### config.mk
export PLATFORM = sky130hd
export DESIGN_NAME = io_in_sched
export DESIGN_NICKNAME = d
export VERILOG_FILES = /design/src/rtl/io_in_sched_pkg.sv /design/src/rtl/io_in_sched_fifo.sv /design/src/rtl/io_in_sched.sv
export SDC_FILE = /design/constraint.sdc
export NUM_CORES = 1
export LEC_CHECK = 0
export ABC_AREA = 0
export CAP_MARGIN = 20
export CORE_MARGIN = 4
export CORE_UTILIZATION = 48
export DETAILED_ROUTE_END_ITERATION = 7
export PLACE_DENSITY = 0.69
export SLEW_MARGIN = 20
export SYNTH_ARGS = -nofsm -noshare
export SYNTH_HDL_FRONTEND = slang
export SYNTH_SLANG_ARGS = --single-unit
### constraint.sdc
create_clock -name clk -period 4.8 [get_ports clk]
set_input_delay 0.96 -clock clk [delete_from_list [all_inputs] [get_ports clk]]
set_output_delay 0.96 -clock clk [all_outputs]
set_load 0.05 [all_outputs]
### src/rtl/io_in_sched_pkg.sv
// io_in_sched_pkg
//   Shared definitions for the input-side sample scheduler: the scheduler
//   state encoding and an integer ceiling-log2 helper used to size the FIFO
//   pointers and level outputs.
package io_in_sched_pkg;

    typedef enum logic [1:0] {
        IDLE = 2'd0,
        FILL = 2'd1,
        RUN  = 2'd2,
        ERR  = 2'd3
    } state_e;

    function automatic int clog2(input int unsigned value);
        int unsigned v;
        int          r;
        v = (value > 0) ? value - 1 : 0;
        r = 0;
        while (v > 0) begin
            r = r + 1;
            v = v >> 1;
        end
        return r;
    endfunction

endpackage

### src/rtl/io_in_sched_fifo.sv
// io_fifo
//   Single-channel sample FIFO with a combinational head output.
//   Ports:
//     clk, rst  clock and asynchronous active-low reset
//     push      write din when not full (a full FIFO ignores push, even if popped)
//     pop       advance the head when not empty
//     flush     empty the FIFO at the next edge; overrides push and pop
//     din       write data
//     dout      current head word
//     full      DEPTH entries stored
//     empty     no entries stored
//     level     occupancy, 0..DEPTH
module io_fifo
    import io_in_sched_pkg::*;
#(
    parameter  int NUBITS = 32,
    parameter  int DEPTH  = 8,
    localparam int AW     = clog2(DEPTH)
) (
    input  logic              clk,
    input  logic              rst,
    input  logic              push,
    input  logic              pop,
    input  logic              flush,
    input  logic [NUBITS-1:0] din,
    output logic [NUBITS-1:0] dout,
    output logic              full,
    output logic              empty,
    output logic [AW:0]       level
);

    localparam logic [AW:0] PTR_ONE = {{AW{1'b0}}, 1'b1};

    logic [NUBITS-1:0] mem_q [DEPTH];
    logic [AW:0]       wr_ptr_q, wr_ptr_d;
    logic [AW:0]       rd_ptr_q, rd_ptr_d;
    logic              do_push, do_pop;

    // Pointers carry an extra wrap bit: equal pointers mean empty, equal
    // address bits with differing wrap bits mean full.
    assign empty   = (wr_ptr_q == rd_ptr_q);
    assign full    = (wr_ptr_q[AW] != rd_ptr_q[AW]) &&
                     (wr_ptr_q[AW-1:0] == rd_ptr_q[AW-1:0]);
    assign level   = wr_ptr_q - rd_ptr_q;
    assign dout    = mem_q[rd_ptr_q[AW-1:0]];
    assign do_push = push && !full;
    assign do_pop  = pop && !empty;

    always_comb begin
        wr_ptr_d = wr_ptr_q;
        rd_ptr_d = rd_ptr_q;
        if (flush) begin
            wr_ptr_d = '0;
            rd_ptr_d = '0;
        end else begin
            if (do_push) wr_ptr_d = wr_ptr_q + PTR_ONE;
            if (do_pop)  rd_ptr_d = rd_ptr_q + PTR_ONE;
        end
    end

    always_ff @(posedge clk or negedge rst) begin
        if (!rst) begin
            wr_ptr_q <= '0;
            rd_ptr_q <= '0;
        end else begin
            wr_ptr_q <= wr_ptr_d;
            rd_ptr_q <= rd_ptr_d;
        end
    end

    always_ff @(posedge clk) begin
        if (do_push && !flush) mem_q[wr_ptr_q[AW-1:0]] <= din;
    end

endmodule

### src/rtl/io_in_sched.sv
// io_in_sched
//   Input-side sample scheduler for a proc_fx core. Buffers NUIOIN source
//   streams in per-channel FIFOs, serves the core's one-hot input reads from
//   the selected FIFO head, holds the core disabled until every channel has
//   at least THRESH words, and freezes it on an underflow.
//   Ports:
//     clk, rst    clock and asynchronous active-low reset
//     enable      run request; dropping it aborts and flushes
//     clr_err     pulse that leaves ERR (flush, clear flags, refill)
//     src_data    channel k at [k*NUBITS +: NUBITS]
//     src_valid   per-channel source valid
//     src_ready   per-channel ready (!full in FILL/RUN)
//     req_in      one-hot read strobe from addr_dec
//     io_in       selected head word (0 when nothing valid is selected)
//     proc_en     core run enable
//     udf         sticky per-channel underflow flag
//     multi_req   sticky flag for a multi-bit req_in seen in RUN
//     level       per-channel occupancy, AW+1 bits each
module io_in_sched
    import io_in_sched_pkg::*;
#(
    parameter  int NUBITS = 32,
    parameter  int NUIOIN = 2,
    parameter  int DEPTH  = 8,
    parameter  int THRESH = 1,
    localparam int AW     = clog2(DEPTH)
) (
    input  logic                       clk,
    input  logic                       rst,
    input  logic                       enable,
    input  logic                       clr_err,
    input  logic [NUIOIN*NUBITS-1:0]   src_data,
    input  logic [NUIOIN-1:0]          src_valid,
    output logic [NUIOIN-1:0]          src_ready,
    input  logic [NUIOIN-1:0]          req_in,
    output logic signed [NUBITS-1:0]   io_in,
    output logic                       proc_en,
    output logic [NUIOIN-1:0]          udf,
    output logic                       multi_req,
    output logic [NUIOIN*(AW+1)-1:0]   level
);

    localparam logic [AW:0] THRESH_LVL = (AW+1)'(THRESH);

    state_e            state_q, state_d;
    logic              proc_en_q, proc_en_d;
    logic [NUIOIN-1:0] udf_q, udf_d;
    logic              multi_q, multi_d;

    logic [NUBITS-1:0] head [NUIOIN];
    logic [AW:0]       lvl  [NUIOIN];
    logic [NUIOIN-1:0] full, empty, push, pop;
    logic [NUIOIN-1:0] sel_oh;
    logic              req_any, req_multi, sel_empty, all_primed, flush;
    logic              accepting, running;

    assign running   = (state_q == RUN);
    assign accepting = (state_q == FILL) || running;
    assign flush     = !enable || ((state_q == ERR) && clr_err);
    assign src_ready = accepting ? ~full : '0;
    assign push      = src_valid & src_ready;
    assign pop       = running ? (sel_oh & ~empty) : '0;

    for (genvar k = 0; k < NUIOIN; k++) begin : g_ch
        io_fifo #(
            .NUBITS (NUBITS),
            .DEPTH  (DEPTH)
        ) u_fifo (
            .clk   (clk),
            .rst   (rst),
            .push  (push[k]),
            .pop   (pop[k]),
            .flush (flush),
            .din   (src_data[k*NUBITS +: NUBITS]),
            .dout  (head[k]),
            .full  (full[k]),
            .empty (empty[k]),
            .level (lvl[k])
        );
        assign level[k*(AW+1) +: AW+1] = lvl[k];
    end

    // Lowest-index set bit of req_in wins.
    always_comb begin
        logic found;
        sel_oh = '0;
        found  = 1'b0;
        for (int unsigned i = 0; i < NUIOIN; i++) begin
            if (req_in[i] && !found) begin
                sel_oh[i] = 1'b1;
                found     = 1'b1;
            end
        end
    end

    assign req_any   = |req_in;
    assign req_multi = |(req_in & ~sel_oh);
    assign sel_empty = |(sel_oh & empty);

    // An empty selected FIFO drives 0: there is no bypass from src_data.
    always_comb begin
        io_in = '0;
        for (int unsigned i = 0; i < NUIOIN; i++) begin
            if (sel_oh[i] && !empty[i]) io_in = head[i];
        end
    end

    always_comb begin
        all_primed = 1'b1;
        for (int unsigned i = 0; i < NUIOIN; i++) begin
            if (lvl[i] < THRESH_LVL) all_primed = 1'b0;
        end
    end

    always_comb begin
        state_d = state_q;
        udf_d   = udf_q;
        multi_d = multi_q;
        case (state_q)
            IDLE: if (enable) state_d = FILL;
            FILL: if (all_primed) state_d = RUN;
            RUN: begin
                if (req_any) begin
                    if (req_multi) multi_d = 1'b1;
                    if (sel_empty) begin
                        udf_d   = udf_q | sel_oh;
                        state_d = ERR;
                    end
                end
            end
            ERR: begin
                if (clr_err) begin
                    udf_d   = '0;
                    multi_d = 1'b0;
                    state_d = FILL;
                end
            end
            default: state_d = IDLE;
        endcase
        if (!enable) begin
            state_d = IDLE;
            udf_d   = '0;
            multi_d = 1'b0;
        end
        proc_en_d = (state_d == RUN);
    end

    always_ff @(posedge clk or negedge rst) begin
        if (!rst) begin
            state_q   <= IDLE;
            proc_en_q <= 1'b0;
            udf_q     <= '0;
            multi_q   <= 1'b0;
        end else begin
            state_q   <= state_d;
            proc_en_q <= proc_en_d;
            udf_q     <= udf_d;
            multi_q   <= multi_d;
        end
    end

    assign proc_en   = proc_en_q;
    assign udf       = udf_q;
    assign multi_req = multi_q;

endmodule
==> impl_metrics.py, run 1 <==
metrics = {
    "outcome": {
        "status": "completed",
    },
    "grt": {
        "grt_first_pass_wirelength_um": 65480,
        "grt_usage": 0.1850,
        "grt_pass1_vias": 10420,
        "grt_antenna_before_repair": 6,
        "grt_max_degree": 65,
        "overflow": 0,
    },
    "floorplan": {
        "die_h_um": 216.8,
        "initial_core_util": 0.4857,
        "rows": 76,
        "coreArea_mm2": 0.04308,
        "die_x_um": 216.8,
        "die_area_mm2": 0.04699,
        "io-pin-count": 118,
    },
    "critical_path": {
        "crit_required_ps": 3840,
        "worstPathArrival_ps": 3580,
        "worstSetupStartpointType": "flop",
        "r2r_setup_slack_ps": 1510,
        "r2r-start": "g_ch[1].u_fifo.rd_ptr_q[0]",
        "worstReg2RegEnd": "g_ch[1].u_fifo.mem_q[0][15]",
        "reg2regPathDepth": 7,
        "critical_path_class": "flop to output pin",
        "crit_path_end_kind": "output pin",
        "worstPathMaxFanout": 32,
    },
    "place": {
        "hpwl_um": 25720,
        "gp_congestion": 0.8259,
        "dpl_cell_area_mm2": 0.02302,
        "pre_cts_ws_ps": 492.8,
        "io_buffers": 117,
        "placed_cells": 1654,
    },
    "timing": {
        "rsz0062_at_grt": "false",
        "timing.fmax_mhz": 220.4,
        "worstMarginPinSlew_ps": 725.4,
        "drv_slew": 0,
        "timing.final.crit_share": 0.9451,
        "slew_headroom": 0.5164,
        "setup_tns_ps": 0,
        "hold_slack_ps": 496.9,
        "hold_violations": 0,
        "skew_ps": 12.91,
        "setup_violations": 0,
        "min_period_ps": 4536,
        "finalWorstSetupSlack_ps": 263.7,
    },
    "drt": {
        "wire_per_inst_um": 24.69,
        "via_per_inst": 5.673,
        "drc": 0,
        "drt-initial-drc-count": 695,
        "dr.pass1.iters": 5,
        "antenna_left": 0,
        "vias": 9944,
        "drt_wl_total_um": 43280,
    },
    "finish": {
        "final_area_mm2": 0.02471,
        "post_route_cells_drive_above_1_share": 0.2294,
        "final_util": 0.5736,
        "fin_nets": 1212,
        "area_delta_synth_final_pct": 18.10,
        "layoutNonFillerInstCount": 1753,
    },
    "hold_path": {
        "min_from": "udf[1]",
        "min_to": "udf[1]",
        "hp-class": "flop to flop",
        "whs_path_depth": 2,
    },
    "power_and_ir_drop": {
        "seqPwrFrac": 0.534,
        "peakVddDrop_mv": 0.2832,
        "p_int_mw": 7.689,
        "power_frac_comb": 0.056,
        "power_density_mw_per_mm2": 392.7,
        "swShare": 0.2075,
        "p_switching_mw": 2.014,
        "power.total_mw": 9.702,
        "p_leak_nw": 8.152,
        "clkPwrFrac": 0.410,
    },
    "synthesis": {
        "synth.net_count": 1053,
        "synth_most_common_cell": "edfxtp_1",
        "yosysTopAreaCellShare": 0.7349,
        "synth_cell_types": 42,
        "synth_area_mm2": 0.02092,
        "ys.warnings.count": 0,
        "synth_edf_count": 512,
        "ys_ff_latch": 534,
        "yosys-top-cells-count": "512 x edfxtp_1, 128 x mux4_2, 64 x mux2i_1",
        "ys_async_sr_fraction": 0.04120,
        "syn_area_per_cell_um2": 21.68,
        "synth_seq_area_share": 0.7612,
        "synth_area_leaders": "edfxtp_1 73%, mux4_2 14%, mux2i_1 3.1%",
        "yosysTopAreaCell": "edfxtp_1",
        "synth_cells": 965,
        "synth_top_flop_cell": "edfxtp_1",
    },
    "cts": {
        "post_cts_buffers": 0,
        "cts_max_level": 2,
        "clkSlewWorstSetupHoldPaths_ps": 60,
        "clockBufferDepth": 3,
        "clock-sinks": 534,
        "cts_resized": 0,
        "clock_latency_ps": 570,
        "cts_tree": "yes",
        "numCtsBuffers": 53,
        "root_buffer": "clkbuf_16",
        "postCtsHoldBufs": 0,
    },
    "run": {
        "maxCapViolCount": 0,
    },
}
-- worst max path at each step --
stage	from	end	slack (ps)
after CTS	g_ch[1].u_fifo.rd_ptr_q[0]	io_in[13]	220
after detailed placement	req_in[0]	io_in[18]	490
after global routing	g_ch[1].u_fifo.rd_ptr_q[0]	io_in[4]	60
final	g_ch[1].u_fifo.rd_ptr_q[0]	io_in[13]	260
after global placement	req_in[0]	io_in[13]	590
after floorplan	g_ch[0].u_fifo.rd_ptr_q[1]	g_ch[0].u_fifo.mem_q[2][0]	-190
-- placed cells by master (no fill, tap or decap), drive strengths merged, types with 12 or more instances in the layout --
| master | n |
|---|---|
| mux2i | 64 |
| inv | 17 |
| clkbuf | 62 |
| ha | 14 |
| xnor2 | 12 |
| clkdlybuf4s50 | 109 |
| dfrtp | 22 |
| clkinv | 22 |
| o22ai | 32 |
| nor2 | 22 |
| edfxtp | 512 |
| nand2 | 17 |
| mux4 | 128 |
| buf | 41 |
-- state kept, by name (all words and copies together) (netlist names) --
| register | flops |
|---|---|
| proc_en | 1 |
| g_ch.u_fifo.mem_q | 512 |
| udf | 2 |
| state_q | 2 |
| g_ch.u_fifo.wr_ptr_q | 8 |
| multi_req | 1 |
| g_ch.u_fifo.rd_ptr_q | 8 |
-- worst max-delay path, stage by stage (launching register included) --
cell and delay [ps]:
dfrtp_4 850, buf_4 360, mux4_2 520, mux2i_1 390, o22ai_1 140, clkdlybuf4s50_1 730
-- power by group through the flow --
stage / Sequential [mW] / Clock [mW] / Combinational (mW)
2_1_floorplan: 5.28 / 0 / 0.280
3_3_place_gp: 5.28 / 0 / 0.528
3_5_place_dp: 5.28 / 0 / 0.540
4_1_cts: 5.18 / 4.06 / 0.541
5_1_grt: 5.18 / 4.26 / 0.571
6_report: 5.18 / 3.98 / 0.539
-- final cells by class --
class	count	area (µm²)
diodes	4	10.01
clock buffers	62	1360
clock inverters	33	316.6
fillers	3128	18370
inverters	15	56.30
multi-input cells	370	4848
flip-flops and latches	534	15940
well taps	585	732.0
repair buffers	150	1449
-- kinds of logic after synthesis --
kind of cell,Yosys count,synth area share
AO/OA/AOI/OAI,63,0.01992
multiplexers,192,0.1684
buffers and inverters,61,0.01328
flip-flops,534,0.7612
adder cells (fa/ha/maj),16,0.01029
XOR/XNOR,20,0.008732
AND/OR/NAND/NOR,79,0.01818
-- layer usage --
metal | vias up | GRT usage | part of all wire
li1 | 4358 | - | -
met1 | 5240 | 0.2564 | 0.42
met2 | 261 | 0.3017 | 0.50
met3 | 79 | 0.03742 | 0.056
met4 | 6 | 0.05697 | 0.028
met5 | - | 0 | 0.00076
Note: power is estimated with default switching activity, not from simulation.
==> inputs of run 2 (changes only) <==
==> constraint.sdc (replaced) <==
create_clock -name clk -period 4.8 [get_ports clk]
set_input_delay 0.96 -clock clk [delete_from_list [all_inputs] [get_ports clk]]
set_output_delay 0.96 -clock clk [all_outputs]
set_load 0.02 [all_outputs]
==> run 2 against run 1 <==
  * Clock-buffer cell count grew 4
  * Clock power shrank 4%
  * Design area shrank 0.14%
  * Clock skew grew 5.4 ps
  * Worst hold slack gained 17 ps
  * Setup slack lost 110 ps
  * First-iteration DRC count grew 16%
  * Cell count shrank 0.29%
  * Fmax shrank 2.3%
  * Sequential share of layout area grew 0.091 points
  * Via count shrank 0.23%
  * Wire length shrank 0.38%
==> impl_metrics.py, run 2 (same netlist as run 1, synthesis figures left out) <==
metrics = {
    "outcome": {
        "status": "completed",
    },
    "drt": {
        "via_per_inst": 5.676,
        "drt_wl_total_um": 43110,
        "drc": 0,
        "wire_per_inst_um": 24.66,
        "antenna_left": 0,
        "dr.pass1.iters": 5,
        "vias": 9921,
        "drt-initial-drc-count": 808,
    },
    "timing": {
        "min_period_ps": 4644,
        "setup_violations": 0,
        "drv_slew": 0,
        "skew_ps": 18.32,
        "timing.final.crit_share": 0.9676,
        "rsz0062_at_grt": "false",
        "timing.fmax_mhz": 215.3,
        "hold_slack_ps": 514.4,
        "worstMarginPinSlew_ps": 1103,
        "slew_headroom": 0.2650,
        "hold_violations": 0,
        "setup_tns_ps": 0,
    },
    "cts": {
        "cts_max_level": 2,
        "clkSlewWorstSetupHoldPaths_ps": 70,
        "clock-sinks": 534,
        "clock_latency_ps": 570,
        "postCtsHoldBufs": 0,
        "cts_resized": 0,
        "post_cts_buffers": 0,
        "root_buffer": "clkbuf_16",
        "cts_tree": "yes",
        "numCtsBuffers": 52,
        "clockBufferDepth": 3,
    },
    "grt": {
        "grt_max_degree": 68,
        "grt_pass1_vias": 10200,
        "grt_usage": 0.1841,
        "grt_antenna_before_repair": 7,
        "grt_first_pass_wirelength_um": 64800,
        "overflow": 0,
    },
    "floorplan": {
        "io-pin-count": 118,
        "coreArea_mm2": 0.04308,
        "rows": 76,
        "die_area_mm2": 0.04699,
        "die_h_um": 216.8,
        "die_x_um": 216.8,
        "initial_core_util": 0.4857,
    },
    "hold_path": {
        "hp-class": "flop to flop",
        "min_from": "udf[0]",
    },
    "critical_path": {
        "critical_path_class": "flop to output pin",
        "worstPathArrival_ps": 3680,
        "crit_path_end_kind": "output pin",
        "slowest_stage": "o21ai_2",
        "r2r-start": "g_ch[1].u_fifo.rd_ptr_q[1]",
        "worstSetupStartpointType": "flop",
        "worstPathMaxFanout": 18,
        "startpoint": "g_ch[0].u_fifo.wr_ptr_q[2]",
        "path_cells": "ha_1 > nand3_1 > o21ai_2 > buf_4 > o22ai_1 > clkdlybuf4s50_1",
        "cp_slowest_stage_delay_ps": 870,
        "crit_required_ps": 3840,
    },
    "place": {
        "dpl_cell_area_mm2": 0.02307,
        "gp_congestion": 0.8413,
        "io_buffers": 117,
        "hpwl_um": 26200,
    },
    "finish": {
        "final_area_mm2": 0.02467,
        "post_route_cells_drive_above_1_share": 0.2181,
        "mostFrequentLayoutCells": "512 x edfxtp_1, 128 x mux4_2, 117 x clkdlybuf4s50_1",
        "fin_nets": 1211,
        "largest_reg_flops": 512,
        "layout_commonest_cell": "edfxtp_1",
        "area_delta_synth_final_pct": 17.93,
    },
    "run": {
        "maxCapViolCount": 0,
    },
    "power_and_ir_drop": {
        "p_leak_nw": 8.109,
        "peakVddDrop_mv": 0.2600,
        "power_density_mw_per_mm2": 384.5,
    },
}
## run 2: worst max-delay path, delay by kind of cell (launching register included)
| family | cells | cell delay, ps |
|---|---|---|
| AND/OR/NAND/NOR | 1 | 170 |
| AO/OA/AOI/OAI | 2 | 990 |
| adder cells (fa/ha/maj) | 1 | 470 |
| flip-flops | 1 | 550 |
| buffers and inverters | 2 | 920 |
## run 2: report_power, final
group	internal, mW	total, mW	leakage, nW	switching, mW
registers	5.16	5.18	4.91	0.0227
clock network	2.23	3.84	0.777	1.61
logic	0.195	0.463	2.43	0.268
## run 2: metal layers
metal / wire, µm / vias to the layer above / track usage
li1: - / 4358 / -
met1: 17830 / 5187 / 0.2502
met3: 2965 / 87 / 0.04859
met4: 1246 / 6 / 0.05846
met5: 39 / - / 0
met2: 21030 / 283 / 0.2961
## run 2: path summary, 6_finish.rpt
check,end,slack (ps),cells after the start
min,udf[0],510,2
max reg2reg,g_ch[1].u_fifo.mem_q[4][7],1500,8
min reg2reg,udf[0],510,2
min in group asynchronous,g_ch[0].u_fifo.wr_ptr_q[0],690,1
max,io_in[17],160,6
max in group asynchronous,g_ch[1].u_fifo.rd_ptr_q[0],3540,2
## run 2: layout make-up
type | instances | area, µm²
Fill cell | 3129 | 18400
Inverter | 15 | 56.30
Tap cell | 585 | 732.0
Sequential cell | 534 | 15940
Clock inverter | 25 | 224.0
Timing Repair Buffer | 150 | 1494
Antenna cell | 3 | 7.507
Multi-Input combinational cell | 370 | 4848
Clock buffer | 66 | 1375
## run 2: stage by stage
stage	setup slack [ps]	instances	total power [mW]	util
floorplan	56.42	965	5.477	-
detailed placement	657.3	1654	5.743	0.5355
global placement	758.1	1654	5.731	0.5355
CTS	167.6	1745	9.584	0.5726
global route	24.28	1747	9.798	0.5727
finish	155.7	1748	9.486	0.5728
==> inputs of run 3 (changes only) <==
--- a/config.mk
+++ b/config.mk
@@ -8,9 +8,9 @@
 export ABC_AREA = 0
 export CAP_MARGIN = 20
 export CORE_MARGIN = 4
-export CORE_UTILIZATION = 48
+export CORE_UTILIZATION = 54
 export DETAILED_ROUTE_END_ITERATION = 7
-export PLACE_DENSITY = 0.69
+export PLACE_DENSITY = 0.76
 export SLEW_MARGIN = 20
 export SYNTH_ARGS = -nofsm -noshare
 export SYNTH_HDL_FRONTEND = slang
==> run 3 against run 2 <==
  * Cell count decreased by 4.4%
  * Register-to-register slack worse by 90 ps
  * Core utilization up 7.4 points
  * Global-route usage rose by 2.5 points
  * Largest power group unchanged
  * Sequential share of layout area increased by 0.34 points
  * Die area shrank 11%
  * Sequential cell count stayed put
  * Fmax rose by 4.8%
  * Critical path type unchanged
  * Clock-buffer cell count fell by 7
  * Combinational power hardly changed
==> impl_metrics.py, run 3 (same netlist as run 1, synthesis figures left out) <==
metrics = {
    "outcome": {
        "status": "completed",
    },
    "cts": {
        "clock-sinks": 534,
        "post_cts_buffers": 0,
        "cts_tree": "yes",
        "clockBufferDepth": 3,
        "clock_latency_ps": 550,
        "numCtsBuffers": 51,
        "postCtsHoldBufs": 0,
        "cts_resized": 0,
        "cts_max_level": 2,
        "root_buffer": "clkbuf_16",
        "clkSlewWorstSetupHoldPaths_ps": 60,
    },
    "timing": {
        "hold_violations": 0,
        "setup_tns_ps": 0,
        "timing.final.crit_share": 0.9231,
        "skew_ps": 19.95,
        "drv_slew": 0,
        "rsz0062_at_grt": "false",
        "slew_headroom": 0.5028,
        "worstMarginPinSlew_ps": 745.8,
        "setup_violations": 0,
        "min_period_ps": 4431,
        "timing.fmax_mhz": 225.7,
    },
    "drt": {
        "drt-initial-drc-count": 969,
        "drc": 0,
        "antenna_left": 0,
        "vias": 9993,
        "drt_wl_total_um": 42910,
        "wire_per_inst_um": 25.68,
        "dr.pass1.iters": 5,
        "via_per_inst": 5.980,
    },
    "finish": {
        "mostFrequentLayoutCells": "512 x edfxtp_1, 128 x mux4_2, 116 x clkdlybuf4s50_1",
        "layout_commonest_cell": "edfxtp_1",
        "post_route_cells_drive_above_1_share": 0.2211,
        "area_delta_synth_final_pct": 17.31,
        "layoutNonFillerInstCount": 1671,
        "fin_nets": 1208,
        "largest_reg_flops": 512,
    },
    "floorplan": {
        "rows": 71,
        "initial_core_util": 0.5515,
        "die_h_um": 204.8,
        "coreArea_mm2": 0.03793,
        "io-pin-count": 118,
        "die_area_mm2": 0.04196,
        "die_x_um": 204.8,
    },
    "grt": {
        "grt_antenna_before_repair": 6,
        "grt_first_pass_wirelength_um": 65860,
        "grt_max_degree": 49,
        "grt_pass1_vias": 10500,
        "grt_usage": 0.2095,
        "overflow": 0,
    },
    "power_and_ir_drop": {
        "swShare": 0.2005,
        "power_density_mw_per_mm2": 385.2,
        "p_int_mw": 7.559,
        "seqPwrFrac": 0.548,
        "clkPwrFrac": 0.403,
        "p_leak_nw": 8.102,
        "power_frac_comb": 0.049,
        "peakVddDrop_mv": 0.2620,
        "p_switching_mw": 1.895,
    },
    "place": {
        "gp_congestion": 0.8969,
        "hpwl_um": 25550,
        "io_buffers": 117,
        "placed_cells": 1578,
    },
    "critical_path": {
        "crit_path_end_kind": "output pin",
        "critical_path_class": "flop to output pin",
        "worstPathMaxFanout": 38,
        "r2r_setup_slack_ps": 1410,
        "worstPathArrival_ps": 3470,
        "crit_required_ps": 3840,
        "worstSetupStartpointType": "flop",
    },
    "hold_path": {
        "hp-class": "input pin to async pin",
    },
    "run": {
        "maxCapViolCount": 0,
    },
}
run 3: cell types whose count changed in the layout (fill, tap and decap cells not counted), sizes merged:
cell / previous run / this run
clkbuf: 66 / 59
clkinv: 18 / 25
clkdlybuf4s50: 117 / 116
inv: 17 / 16
bufinv: 4 / 5
diode: 3 / 2
buf: 33 / 32
run 3: final timing paths:
check / start / endpoint / cells after the start
worst min register to register: udf[0] / udf[0] / 2
worst min-delay path: rst / g_ch[0].u_fifo.wr_ptr_q[2] / 1
max in group asynchronous: rst / g_ch[1].u_fifo.rd_ptr_q[0] / 1
worst max register to register: g_ch[0].u_fifo.rd_ptr_q[0] / g_ch[0].u_fifo.mem_q[0][3] / 7
min in group clk: udf[0] / udf[0] / 2
worst max-delay path: g_ch[0].u_fifo.rd_ptr_q[0] / io_in[7] / 6
run 3: per-stage QoR:
step                utilization  cell area, µm²  hold slack, ps  setup WS (ps)  total power, mW
finish                   0.6470           24540           376.7          369.1            9.454
global placement         0.6052           22960           485.7          760.6            5.724
detailed placement       0.6052           22960           491.4          613.3            5.738
floorplan                     -           20950           561.3          56.42            5.477
global route             0.6470           24540           395.0          131.5            9.775
CTS                      0.6470           24540           508.9          309.2            9.512
run 3: power by group through the flow:
stage | registers, mW | clock network (mW) | logic [mW]
final | 5.18 | 3.81 | 0.460
after global routing | 5.18 | 4.10 | 0.491
after CTS | 5.18 | 3.87 | 0.461
after detailed placement | 5.28 | 0 | 0.459
after global placement | 5.28 | 0 | 0.447
after floorplan | 5.27 | 0 | 0.202
run 3: worst max-delay path, stage by stage, from the launching register on:
cell and delay, ps:
dfrtp_4 910, ha_1 290, nand3_1 160, o21ai_2 430, buf_4 390, o22ai_1 130
clkdlybuf4s50_1 580
run 3: per-layer routing:
metal | vias up | GRT usage | share of wire
met5 | - | 0 | 0.0011
met4 | 8 | 0.05025 | 0.019
met3 | 64 | 0.05050 | 0.072
met2 | 313 | 0.3493 | 0.51
met1 | 5254 | 0.2857 | 0.40
li1 | 4354 | - | -
run 3: layout make-up:
type / count / area (µm²)
fillers: 2470 / 13390
repair buffers: 148 / 1474
diodes: 2 / 5.005
inverters: 15 / 56.30
multi-input cells: 370 / 4848
clock buffers: 59 / 1306
flip-flops and latches: 534 / 15940
well taps: 511 / 639.4
clock inverters: 32 / 279.0
